$ cat config.mk
export PLATFORM = sky130hd
export DESIGN_NAME = packet_fifo_flat
export DESIGN_NICKNAME = d
export VERILOG_FILES = /design/src/rtl/switch_common_pkg.sv /design/src/rtl/packet_fifo_if.sv /design/src/rtl/packet_fifo_ram.sv /design/src/rtl/packet_fifo.sv /design/src/flat_wrapper.sv
export SDC_FILE = /design/constraint.sdc
export NUM_CORES = 1
export LEC_CHECK = 0
export CAP_MARGIN = 0
export CORE_ASPECT_RATIO = 0.75
export CORE_MARGIN = 5
export CORE_UTILIZATION = 45
export CTS_BUF_LIST = sky130_fd_sc_hd__clkbuf_4
export CTS_CLUSTER_DIAMETER = 150
export DETAILED_ROUTE_END_ITERATION = 8
export PLACE_DENSITY_LB_ADDON = 0.25
export REMOVE_ABC_BUFFERS = 1
export SLEW_MARGIN = 15
export SYNTH_ARGS = -nofsm -noshare
export SYNTH_HDL_FRONTEND = slang
export SYNTH_SLANG_ARGS = --single-unit
$ cat constraint.sdc
create_clock -name clock -period 4.7 [get_ports clock]
set_clock_uncertainty 0.05 [all_clocks]
set_input_delay 1.41 -clock clock [delete_from_list [all_inputs] [get_ports clock]]
set_output_delay 1.41 -clock clock [all_outputs]
set_load 0.02 [all_outputs]
$ cat src/rtl/switch_common_pkg.sv
// ---------------------------------------------------------------------------
// switch_common_pkg
// Shared constants and helpers for the switch datapath FIFOs.
// Revision: 1.0 - initial release
// ---------------------------------------------------------------------------
`default_nettype none

package switch_common_pkg;

  localparam int PKT_FIFO_DEFAULT_WIDTH = 8;
  // One 1518-byte frame plus margin.
  localparam int PKT_FIFO_DEFAULT_DEPTH = 2048;
  localparam int STAT_COUNT_WIDTH       = 16;

  // Difference of two wrapped pointers, reduced modulo 2**bits.
  function automatic logic [31:0] ptr_diff(input logic [31:0] a,
                                           input logic [31:0] b,
                                           input int unsigned bits);
    logic [31:0] mask;
    mask = (32'd1 << bits) - 32'd1;
    return (a - b) & mask;
  endfunction

endpackage

`default_nettype wire

$ cat src/rtl/packet_fifo_if.sv
// ---------------------------------------------------------------------------
// packet_fifo_if
// Write/read handshake and status bundle of the packet FIFO.
// master: writer/reader side, slave: the FIFO.
// Revision: 1.0 - initial release
// ---------------------------------------------------------------------------
`default_nettype none

interface packet_fifo_if #(
  parameter int WIDTH = 8,
  parameter int DEPTH = 16
);
  localparam int AW = $clog2(DEPTH);

  logic [WIDTH-1:0] write_data;
  logic             write_enable;
  logic             write_last;
  logic             write_drop;
  logic             read_enable;
  logic [WIDTH-1:0] read_data;
  logic             read_valid;
  logic             read_last;
  logic             is_empty;
  logic             is_full;
  logic             almost_full;
  logic [AW:0]      fill_level;
  logic [AW:0]      packet_count;

  modport master (
    output write_data, write_enable, write_last, write_drop, read_enable,
    input  read_data, read_valid, read_last, is_empty, is_full, almost_full,
           fill_level, packet_count
  );

  modport slave (
    input  write_data, write_enable, write_last, write_drop, read_enable,
    output read_data, read_valid, read_last, is_empty, is_full, almost_full,
           fill_level, packet_count
  );

endinterface

`default_nettype wire

$ cat src/rtl/packet_fifo_ram.sv
// ---------------------------------------------------------------------------
// packet_fifo_ram
// Simple dual-port RAM, synchronous write, registered read. Also exposes the
// "last" flag (top bit) at the read address combinationally so the FIFO can
// account for packet ends in the cycle a read is accepted.
// Revision: 1.0 - initial release
// ---------------------------------------------------------------------------
`default_nettype none

module packet_fifo_ram #(
  parameter int DW    = 9,
  parameter int DEPTH = 16,
  parameter int AW    = $clog2(DEPTH)
) (
  input  wire logic          clock,
  input  wire logic          reset_n,
  input  wire logic          wr_en,
  input  wire logic [AW-1:0] wr_addr,
  input  wire logic [DW-1:0] wr_data,
  input  wire logic          rd_en,
  input  wire logic [AW-1:0] rd_addr,
  output logic      [DW-1:0] rd_data,
  output logic               peek_last
);

  logic [DW-1:0] mem [DEPTH];

  // Storage array; contents are deliberately not reset.
  always_ff @(posedge clock) begin
    if (wr_en) mem[wr_addr] <= wr_data;
  end

  // Read register; holds its value when no read is accepted.
  always_ff @(posedge clock or negedge reset_n) begin
    if (!reset_n)   rd_data <= '0;
    else if (rd_en) rd_data <= mem[rd_addr];
  end

  assign peek_last = mem[rd_addr][DW-1];

endmodule

`default_nettype wire

$ cat src/rtl/packet_fifo.sv
// ---------------------------------------------------------------------------
// packet_fifo
// Store-and-forward packet FIFO. Words are written speculatively and become
// visible to the reader only when the packet's last word commits. A drop,
// or a packet that overflowed, rewinds the write pointer to the last commit.
// Optional statistics: define PACKET_FIFO_STATS_EN to add drop_count and
// overflow_seen outputs.
// Revision: 1.0 - initial release
// ---------------------------------------------------------------------------
`default_nettype none

module packet_fifo
  import switch_common_pkg::*;
#(
  parameter int WIDTH              = PKT_FIFO_DEFAULT_WIDTH,
  parameter int DEPTH              = 16,
  parameter int ALMOST_FULL_MARGIN = 2
) (
  input  wire logic   clock,
  input  wire logic   reset_n,
  packet_fifo_if.slave bus
`ifdef PACKET_FIFO_STATS_EN
  ,
  output logic [STAT_COUNT_WIDTH-1:0] drop_count,
  output logic                        overflow_seen
`endif
);

  localparam int          AW       = $clog2(DEPTH);
  localparam int          PW       = AW + 1;
  localparam logic [AW:0] DEPTH_W  = PW'(DEPTH);
  localparam logic [AW:0] MARGIN_W = PW'(ALMOST_FULL_MARGIN);

  logic [AW:0]  wr_ptr, commit_ptr, rd_ptr, packet_count_q, fill;
  logic         overflow, read_valid_q;
  logic         full, empty, wr_accept, lost, rewind, commit;
  logic         rd_accept, rd_is_last, pkt_dec;
  logic [WIDTH:0] rd_word;

  // Flags and per-cycle control decisions from the registered pointers.
  always_comb begin
    fill      = PW'(ptr_diff(32'(wr_ptr), 32'(rd_ptr), PW));
    full      = (fill == DEPTH_W);
    empty     = (rd_ptr == commit_ptr);
    wr_accept = bus.write_enable & ~full & ~bus.write_drop;
    lost      = bus.write_enable & full & ~bus.write_drop;
    // A last word arriving while full truncates the packet just like a
    // word lost earlier, so it rewinds too.
    rewind    = bus.write_drop |
                (bus.write_enable & bus.write_last & (overflow | full));
    commit    = wr_accept & bus.write_last & ~overflow;
    rd_accept = bus.read_enable & ~empty;
    pkt_dec   = rd_accept & rd_is_last;
  end

  // Pointer, packet counter and overflow state.
  always_ff @(posedge clock or negedge reset_n) begin
    if (!reset_n) begin
      wr_ptr         <= '0;
      commit_ptr     <= '0;
      rd_ptr         <= '0;
      packet_count_q <= '0;
      overflow       <= 1'b0;
      read_valid_q   <= 1'b0;
    end else begin
      if (rewind)         wr_ptr <= commit_ptr;
      else if (wr_accept) wr_ptr <= wr_ptr + 1'b1;

      if (commit)    commit_ptr <= wr_ptr + 1'b1;
      if (rd_accept) rd_ptr     <= rd_ptr + 1'b1;

      if (rewind)    overflow <= 1'b0;
      else if (lost) overflow <= 1'b1;

      if (commit && !pkt_dec)      packet_count_q <= packet_count_q + 1'b1;
      else if (!commit && pkt_dec) packet_count_q <= packet_count_q - 1'b1;

      read_valid_q <= rd_accept;
    end
  end

  packet_fifo_ram #(
    .DW    (WIDTH + 1),
    .DEPTH (DEPTH),
    .AW    (AW)
  ) u_ram (
    .clock     (clock),
    .reset_n   (reset_n),
    .wr_en     (wr_accept),
    .wr_addr   (wr_ptr[AW-1:0]),
    .wr_data   ({bus.write_last, bus.write_data}),
    .rd_en     (rd_accept),
    .rd_addr   (rd_ptr[AW-1:0]),
    .rd_data   (rd_word),
    .peek_last (rd_is_last)
  );

  assign bus.read_data    = rd_word[WIDTH-1:0];
  assign bus.read_last    = rd_word[WIDTH];
  assign bus.read_valid   = read_valid_q;
  assign bus.is_empty     = empty;
  assign bus.is_full      = full;
  assign bus.almost_full  = ((DEPTH_W - fill) <= MARGIN_W);
  assign bus.fill_level   = fill;
  assign bus.packet_count = packet_count_q;

`ifdef PACKET_FIFO_STATS_EN
  // Saturating count of rewinds that discarded words; sticky overflow flag.
  always_ff @(posedge clock or negedge reset_n) begin
    if (!reset_n) begin
      drop_count    <= '0;
      overflow_seen <= 1'b0;
    end else begin
      if (rewind && (wr_ptr != commit_ptr) && (drop_count != '1))
        drop_count <= drop_count + STAT_COUNT_WIDTH'(1);
      if (lost) overflow_seen <= 1'b1;
    end
  end
`endif

endmodule

`default_nettype wire

$ cat src/flat_wrapper.sv
// flat-port wrapper written by rule: the top's interface ports become plain ports
module packet_fifo_flat import switch_common_pkg::*;
#(
  parameter int WIDTH              = PKT_FIFO_DEFAULT_WIDTH,
  parameter int DEPTH              = 16,
  parameter int ALMOST_FULL_MARGIN = 2
)
  (clock, reset_n, bus_write_data, bus_write_enable, bus_write_last, bus_write_drop, bus_read_enable, bus_read_data, bus_read_valid, bus_read_last, bus_is_empty, bus_is_full, bus_almost_full, bus_fill_level, bus_packet_count);
  packet_fifo_if #(.WIDTH(WIDTH), .DEPTH(DEPTH)) bus_i ();
  input  wire logic clock;
  input  wire logic reset_n;
  input wire logic [$bits(bus_i.write_data)-1:0] bus_write_data;
  input wire logic [$bits(bus_i.write_enable)-1:0] bus_write_enable;
  input wire logic [$bits(bus_i.write_last)-1:0] bus_write_last;
  input wire logic [$bits(bus_i.write_drop)-1:0] bus_write_drop;
  input wire logic [$bits(bus_i.read_enable)-1:0] bus_read_enable;
  output wire logic [$bits(bus_i.read_data)-1:0] bus_read_data;
  output wire logic [$bits(bus_i.read_valid)-1:0] bus_read_valid;
  output wire logic [$bits(bus_i.read_last)-1:0] bus_read_last;
  output wire logic [$bits(bus_i.is_empty)-1:0] bus_is_empty;
  output wire logic [$bits(bus_i.is_full)-1:0] bus_is_full;
  output wire logic [$bits(bus_i.almost_full)-1:0] bus_almost_full;
  output wire logic [$bits(bus_i.fill_level)-1:0] bus_fill_level;
  output wire logic [$bits(bus_i.packet_count)-1:0] bus_packet_count;
  assign bus_i.write_data = bus_write_data;
  assign bus_i.write_enable = bus_write_enable;
  assign bus_i.write_last = bus_write_last;
  assign bus_i.write_drop = bus_write_drop;
  assign bus_i.read_enable = bus_read_enable;
  assign bus_read_data = bus_i.read_data;
  assign bus_read_valid = bus_i.read_valid;
  assign bus_read_last = bus_i.read_last;
  assign bus_is_empty = bus_i.is_empty;
  assign bus_is_full = bus_i.is_full;
  assign bus_almost_full = bus_i.almost_full;
  assign bus_fill_level = bus_i.fill_level;
  assign bus_packet_count = bus_i.packet_count;
  packet_fifo #(.WIDTH(WIDTH), .DEPTH(DEPTH), .ALMOST_FULL_MARGIN(ALMOST_FULL_MARGIN)) u_core (.clock(clock), .reset_n(reset_n), .bus(bus_i));
endmodule
# [Word level (Yosys, flattened, before mapping)]
# Memory sizes are Yosys's and may differ from the RTL's.
# Index checks and enable logic that the tools add are counted.
[word_totals] ramBits=144 elab_cells=48 mem_count=1 output_inout_bits=23 register_bits=31 inputBits=14
[memory_table] memory="u_core.u_ram.mem" words=16 width=9 read_ports=1 rd_ports_with_merged_regs=0 wr=1 line_no="packet_fifo_ram.sv:26" source="logic [DW-1:0] mem [DEPTH];"
[op_classes] add_sub_neg=6 reduce_logical=7 bitwise_logic=16 n_lt_le_gt_ge=1 n_eq_ne=2 mux=8
[ops] op="$mux 5" count=4
[ops] op="$add 5x1->5 const B" count=3
[ops] op="$and 1x1->1" count=10
[ops] op="$reduce_bool 2->1" count=3
[ops] op="$eq 5x5->1" count=1
[ops] op="$eq 5x5->1 const B" count=1
[ops] op="$le 5x2->1 const B" count=1
[ops] op="$sub 5x1->5 const B" count=1
[ops] op="$sub 5x5->5" count=1
[ops] op="$sub 5x5->5 const A" count=1
[ops] op="$mux 1" count=4
[ops] op="$not 1->1" count=4
[ops] op="$logic_and 1x1->1" count=2
[ops] op="$logic_not 1->1" count=2
[ops] op="$or 1x1->1" count=2

# [Longest topological paths before layout]
[logic_depth] depth_word=11 mapped_depth=22 depth_no_buf=20

# [By module]
# From an unflattened synthesis, not the netlist that was laid out.
[hier_totals] hier_cells=413 area_unflattened_um2=7300.8
[by_module_without_submodules] module="packet_fifo_ram" instances=1 cells_per_inst=263 seq_area_each_um2=4549.4 area_per_inst_um2=5843.1
[by_module_without_submodules] module="packet_fifo" instances=1 cells_per_inst=150 seq_area_each_um2=550.5 area_per_inst_um2=1457.6

# [Least setup slack after synthesis]
# No wires, ideal clock.
[synth_path] kind="flip-flop to flip-flop" start="register u_core.rd_ptr[2]" end="register u_core.packet_count_q[4] (netlist: u_core.bus.packet_count[4])" synth_period_minus_slack_ns=4.465 arrival_ns=4.285 slack_ns=0.235 n_path_buf=3 path_stages_with_launch=23 setup_ns=0.130 required_ns=4.520 cell_sequence="dfrtp_1 buf_4 buf_2 inv_1 ha_1 o21ai_0 a21boi_0 nor2_1 nor2_1 ha_1 nor2b_1 buf_2 nor2b_1 nand3b_2 inv_1 ha_1 inv_1 fa_1 a21o_1 a21oi_1 xnor2_1 nor2_1 xor2_1"
[synth_between] elab_chain_cells=10 word_cells_on_any_way=18 cone_classes="1 x add/sub; 2 x eq/ne; 1 x mux; 8 x bitwise; 5 x reduce/logical; 1 x memory"
[synth_lines] item="start: declaration" line_no="packet_fifo.sv:34" source="logic [AW:0] wr_ptr, commit_ptr, rd_ptr, packet_count_q, fill;"
[synth_lines] item="start signal: assignment" line_no="packet_fifo.sv:70" source="if (rd_accept) rd_ptr <= rd_ptr + 1'b1;"
[synth_lines] item="$sub 5x5->5 *" line_no="switch_common_pkg.sv:21" source="return (a - b) & mask;"
[synth_lines] item="via bus_fill_level[3]" line_no="flat_wrapper.sv:23" source="output wire logic [$bits(bus_i.fill_level)-1:0] bus_fill_level;"
[synth_lines] item="$eq 5x5->1 *" line_no="packet_fifo.sv:43" source="full = (fill == DEPTH_W);"
[synth_lines] item="via bus_is_full" line_no="flat_wrapper.sv:21" source="output wire logic [$bits(bus_i.is_full)-1:0] bus_is_full;"
[synth_lines] item="$not 1->1 *" line_no="packet_fifo.sv:45" source="wr_accept = bus.write_enable & ~full & ~bus.write_drop;"
[synth_lines] item="$and 1x1->1 * (2 in a row)" line_no="packet_fifo.sv:45"
[synth_lines] item="$and 1x1->1 * (2 in a row)" line_no="packet_fifo.sv:51" source="commit = wr_accept & bus.write_last & ~overflow;"
[synth_lines] item="via u_core.commit" line_no="packet_fifo.sv:36" source="logic full, empty, wr_accept, lost, rewind, commit;"
[synth_lines] item="$logic_not 1->1" line_no="packet_fifo.sv:76" source="else if (!commit && pkt_dec) packet_count_q <= packet_count_q - 1'b1;"
[synth_lines] item="$logic_and 1x1->1" line_no="packet_fifo.sv:76"
[synth_lines] item="$reduce_bool 2->1 (no source line)"
[synth_lines] item="end signal: assignment" line_no="packet_fifo.sv:75" source="if (commit && !pkt_dec) packet_count_q <= packet_count_q + 1'b1;"
[synth_lines] item="end signal: assignment" line_no="packet_fifo.sv:76"
[synth_lines] item="end: declaration" line_no="packet_fifo.sv:34"
# The timed path passes the listed nets; every way through them passes the cells marked *.
# A chain may end at the register's enable or synchronous reset.

# [Worst setup path in the final report]
[layout_path] start="register u_core.rd_ptr[1]" end="output port bus_almost_full"
[layout_between] elab_chain_cells=3
[layout_lines] item="$sub 5x5->5" line_no="switch_common_pkg.sv:21"
[layout_lines] item="$sub 5x5->5" line_no="packet_fifo.sv:103" source="assign bus.almost_full = ((DEPTH_W - fill) <= MARGIN_W);"
[layout_lines] item="$le 5x2->1" line_no="packet_fifo.sv:103"
[layout_lines] item="end: declaration" line_no="flat_wrapper.sv:22" source="output wire logic [$bits(bus_i.almost_full)-1:0] bus_almost_full;"
# Every way passes these cells.

==> flow_summary.toml <==
[cts]
clk_latency_ns = 0.55
cts_tree = "built"
clkSinkCount = 175
path_clk_slew_ns = 0.14
clockRootBuffer = "clkbuf_4"
htreeDepth = 4
cts_inserted_buffers = 17
cts_buffer_depth = 2
hold_buffers = 0

[setup_path]
crit_chain = "buf_4 > fa_1 > ha_1 > or2_2 > o21ai_0 > or3b_1 > a221oi_2 > buf_4"
crit_buf_inv = 2
worstRegToRegCells = 20
reg2reg_slack_ns = 0.54
timing.rr.start = "u_core.rd_ptr[1]"
criticalPathCategory = "flop to primary output"
crit_slowest_cell = "dfrtp_2"
critical-path-top-delay-family = "adder cells"
path_max_fanout = 7
critPathArrivalTime_ns = 3.01
cp.required_ns = 3.24
startpoint_type = "flop"
reg2reg_to = "u_core.bus.packet_count[4]"
worst_path_largest_cell_delay_ns = 0.48
cpMostUsedCell = "buf_4"
end_kind = "primary output"

[route]
drtAntennaViolNets = 0
dr.pass1.iters = 4
drc_errors = 0
drt-initial-drc-count = 239
routed_wl_mm = 14.8
vias_per_cell = 5.42
wl_per_cell_um = 20.8
num_vias = 3859

[grt]
grt_start_max_net_pins = 42
grt_pass1_vias = 3904
grt_antenna_before_repair = 0
track_usage_pct = 16.8
grt_pass1_wl_mm = 23.2
grt-ovfl-total = 0

[die]
coreArea_um2 = 16000
die_y_um = 121
num_rows = 40
start_util_pct = 45.8
die-area_um2 = 19000
die_w_um = 157
pin_count = 37

[synthesis]
ys.flop_type = "edfxtp_1"
synth-seq-cells = 175
synth-async-reset-ratio_pct = 17.7
yosys.area_share.simple_pct = 4.28
ys_types = 42
synth_xor_area_share_pct = 2.87
synthCells = 419
synth_top_family_by_area = "multiplexers"
synth_area_leader_cell = "edfxtp_1"
netlist_area_um2 = 7330
yosysSeqAreaShare_pct = 69.5
yosys.area_share.adder_pct = 3.28
synth_area_leaders = "edfxtp_1 (59%), dfrtp_1 (11%), mux4_2 (9.5%), ha_1 (2.7%), a22oi_1 (1.7%)"
synth_compound_area_share_pct = 5.70
yosysWarnings = 0
synth_top_area_share_pct = 59.0
synth-edff-count = 144
avgSynthCellArea_um2 = 17.5
muxShareOfSynthArea_pct = 11.7

[timing]
max_freq_ghz = 0.224
finalMaxSlewViolations = 0
hold_violations = 0
worst_hold_slack_ns = 0.434
min_period_ns = 4.47
rsz0062_at_grt = "false"
slew_headroom_pct = 34.1
min_period_over_period_pct = 95.2
finalSetupViolCount = 0
tightest_slew_ns = 0.984

[power]
comb_power_share_pct = 46.0
power_frac_seq_pct = 39.3
power.switching_mw = 1.90
p_sw_share_pct = 37.0
power.internal_mw = 3.23
powerDensity_nw_per_um2 = 616
p_clk_share_pct = 14.7
p_leak_nw = 2.96
ir_drop_mv = 0.391

[min_path]
holdCritStartpoint = "u_core.bus.packet_count[4]"
hold_path_class = "flop to flop"
min_path_cells = 1
min_to = "u_core.bus.packet_count[4]"

[finish]
layout.nets = 521
drive_above_1_share_pct = 21.3
antenna_cells = 0
final_area_um2 = 8330
areaGrowthSynthToFinish_pct = 13.5

[run]
cap_violations = 0

[placed_design]
gp_congestion = 0.894
numPortBuffers = 36
place.detailed.hpwl_mm = 9.54
place_area_um2 = 8040

[status]
status = "finished clean"
layer usage:
metal / track usage [%] / part of all wire, %
met5: 0 / 0
met4: 3.71 / 0.73
met3: 4.76 / 5.8
met2: 24.9 / 46
met1: 25.0 / 47
worst register-to-register path: stages, from the launching register on:
cell and delay [ns]:
dfrtp_2 0.48, inv_1 0.15, ha_1 0.24, nor2b_1 0.12, o21ai_0 0.23, a21boi_1 0.15
nor2_1 0.17, nor2_1 0.07, ha_1 0.21, nor2b_1 0.15, nor2b_1 0.26, nand3b_2 0.25
inv_1 0.12, ha_1 0.18, inv_1 0.10, fa_1 0.41, a21o_1 0.19, a21oi_1 0.16
xnor2_1 0.15, nor2_1 0.07, xor2_1 0.14
layout make-up:
class                      instances  area (um^2)
multi-input combinational        212         2060
inverter                          15         56.3
fill                            1332         7690
sequential                       175         5100
clock buffer                      19          143
timing repair buffer              68          601
tap                              210          263
clock inverter                    13         97.6
kinds of logic after synthesis:
family          after synthesis
flops                       175
buf+inv                      32
mux                          40
xor+xnor                     24
fa+ha+maj                    18
compound gates               62
simple gates                 68
worst max-delay path by stage:
stage	start	to	slack, ns	cells past startpoint
6_report	u_core.rd_ptr[1]	bus_almost_full	0.23	8
2_1_floorplan	u_core.rd_ptr[0]	u_core.bus.packet_count[4]	-0.82	19
5_1_grt	u_core.wr_ptr[1]	bus_almost_full	0.01	8
3_3_place_gp	u_core.wr_ptr[0]	bus_almost_full	0.31	9
4_1_cts	u_core.wr_ptr[0]	bus_almost_full	0.0002	9
3_5_place_dp	u_core.rd_ptr[1]	bus_almost_full	0.22	10
stage by stage:
stage	total power [mW]	utilization [%]	setup WS (ns)	std cells	TNS, ns
global placement	4.31	50.2	0.311	677	0
global route	5.47	52.0	0.0142	712	0
floorplan	3.53	-	-0.818	402	-18.41
detailed placement	4.36	50.2	0.216	677	0
finish	5.13	52.0	0.227	712	0
CTS	5.11	51.8	0.000164	709	0
power groups by stage:
stage,Sequential (mW),Combinational (mW),Clock [mW]
6_report,2.02,2.36,0.754
5_1_grt,2.04,2.57,0.855
3_3_place_gp,2.04,2.27,0
4_1_cts,2.02,2.32,0.779
3_5_place_dp,2.05,2.31,0
2_1_floorplan,2.23,1.30,0
registers in the layout, summed over array words and instances, names as in the netlist:
register / flops
u_core.bus.packet_count: 5
u_core.bus.read_valid: 1
u_core.commit_ptr: 5
u_core.overflow: 1
u_core.rd_ptr: 5
u_core.u_ram.mem: 144
u_core.u_ram.rd_data: 9
u_core.wr_ptr: 5
synth_stat cells, types with 9 or more instances:
| cell type | instances |
|---|---|
| a21o_1 | 11 |
| a21oi_1 | 18 |
| a22oi_1 | 17 |
| dfrtp_1 | 31 |
| edfxtp_1 | 144 |
| ha_1 | 16 |
| inv_1 | 13 |
| mux4_2 | 31 |
| nand2_1 | 17 |
| nor2_1 | 28 |
| o21ai_0 | 9 |
| xnor2_1 | 12 |
| xor2_1 | 12 |
cell usage in the layout (no fill, tap or decap), types with 2 or more instances in the layout:
cell type	netlist	routed
edfxtp_1	144	144
clkdlybuf4s50_1	0	34
buf_4	3	33
mux4_2	31	31
dfrtp_1	31	29
nor2_1	28	28
clkbuf_4	0	19
a21oi_1	18	18
nand2_1	17	17
a22oi_1	17	17
ha_1	16	15
inv_1	13	12
xor2_1	12	12
xnor2_1	12	12
a21o_1	11	11
o21ai_0	9	9
clkinv_2	0	5
nor2b_1	4	4
clkinv_1	1	4
nor3_1	4	4
mux4_1	4	4
nand3_1	3	3
clkinvlp_4	0	3
mux2i_1	2	2
a31oi_1	2	2
inv_2	1	2
nor4_1	2	2
nand2b_1	2	2
or2_2	2	2
mux2_2	2	2
nand4_1	2	2
fa_1	2	2
dfrtp_2	0	2
what timing repair did:
| action | in CTS | in global routing |
|---|---|---|
| gates resized for setup | 6 | 8 |
| setup buffers | 0 | 3 |
| setup endpoints to repair | 2 | 2 |
| pin swaps | 0 | 1 |
No activity file was read; power rests on OpenSTA's default activity.
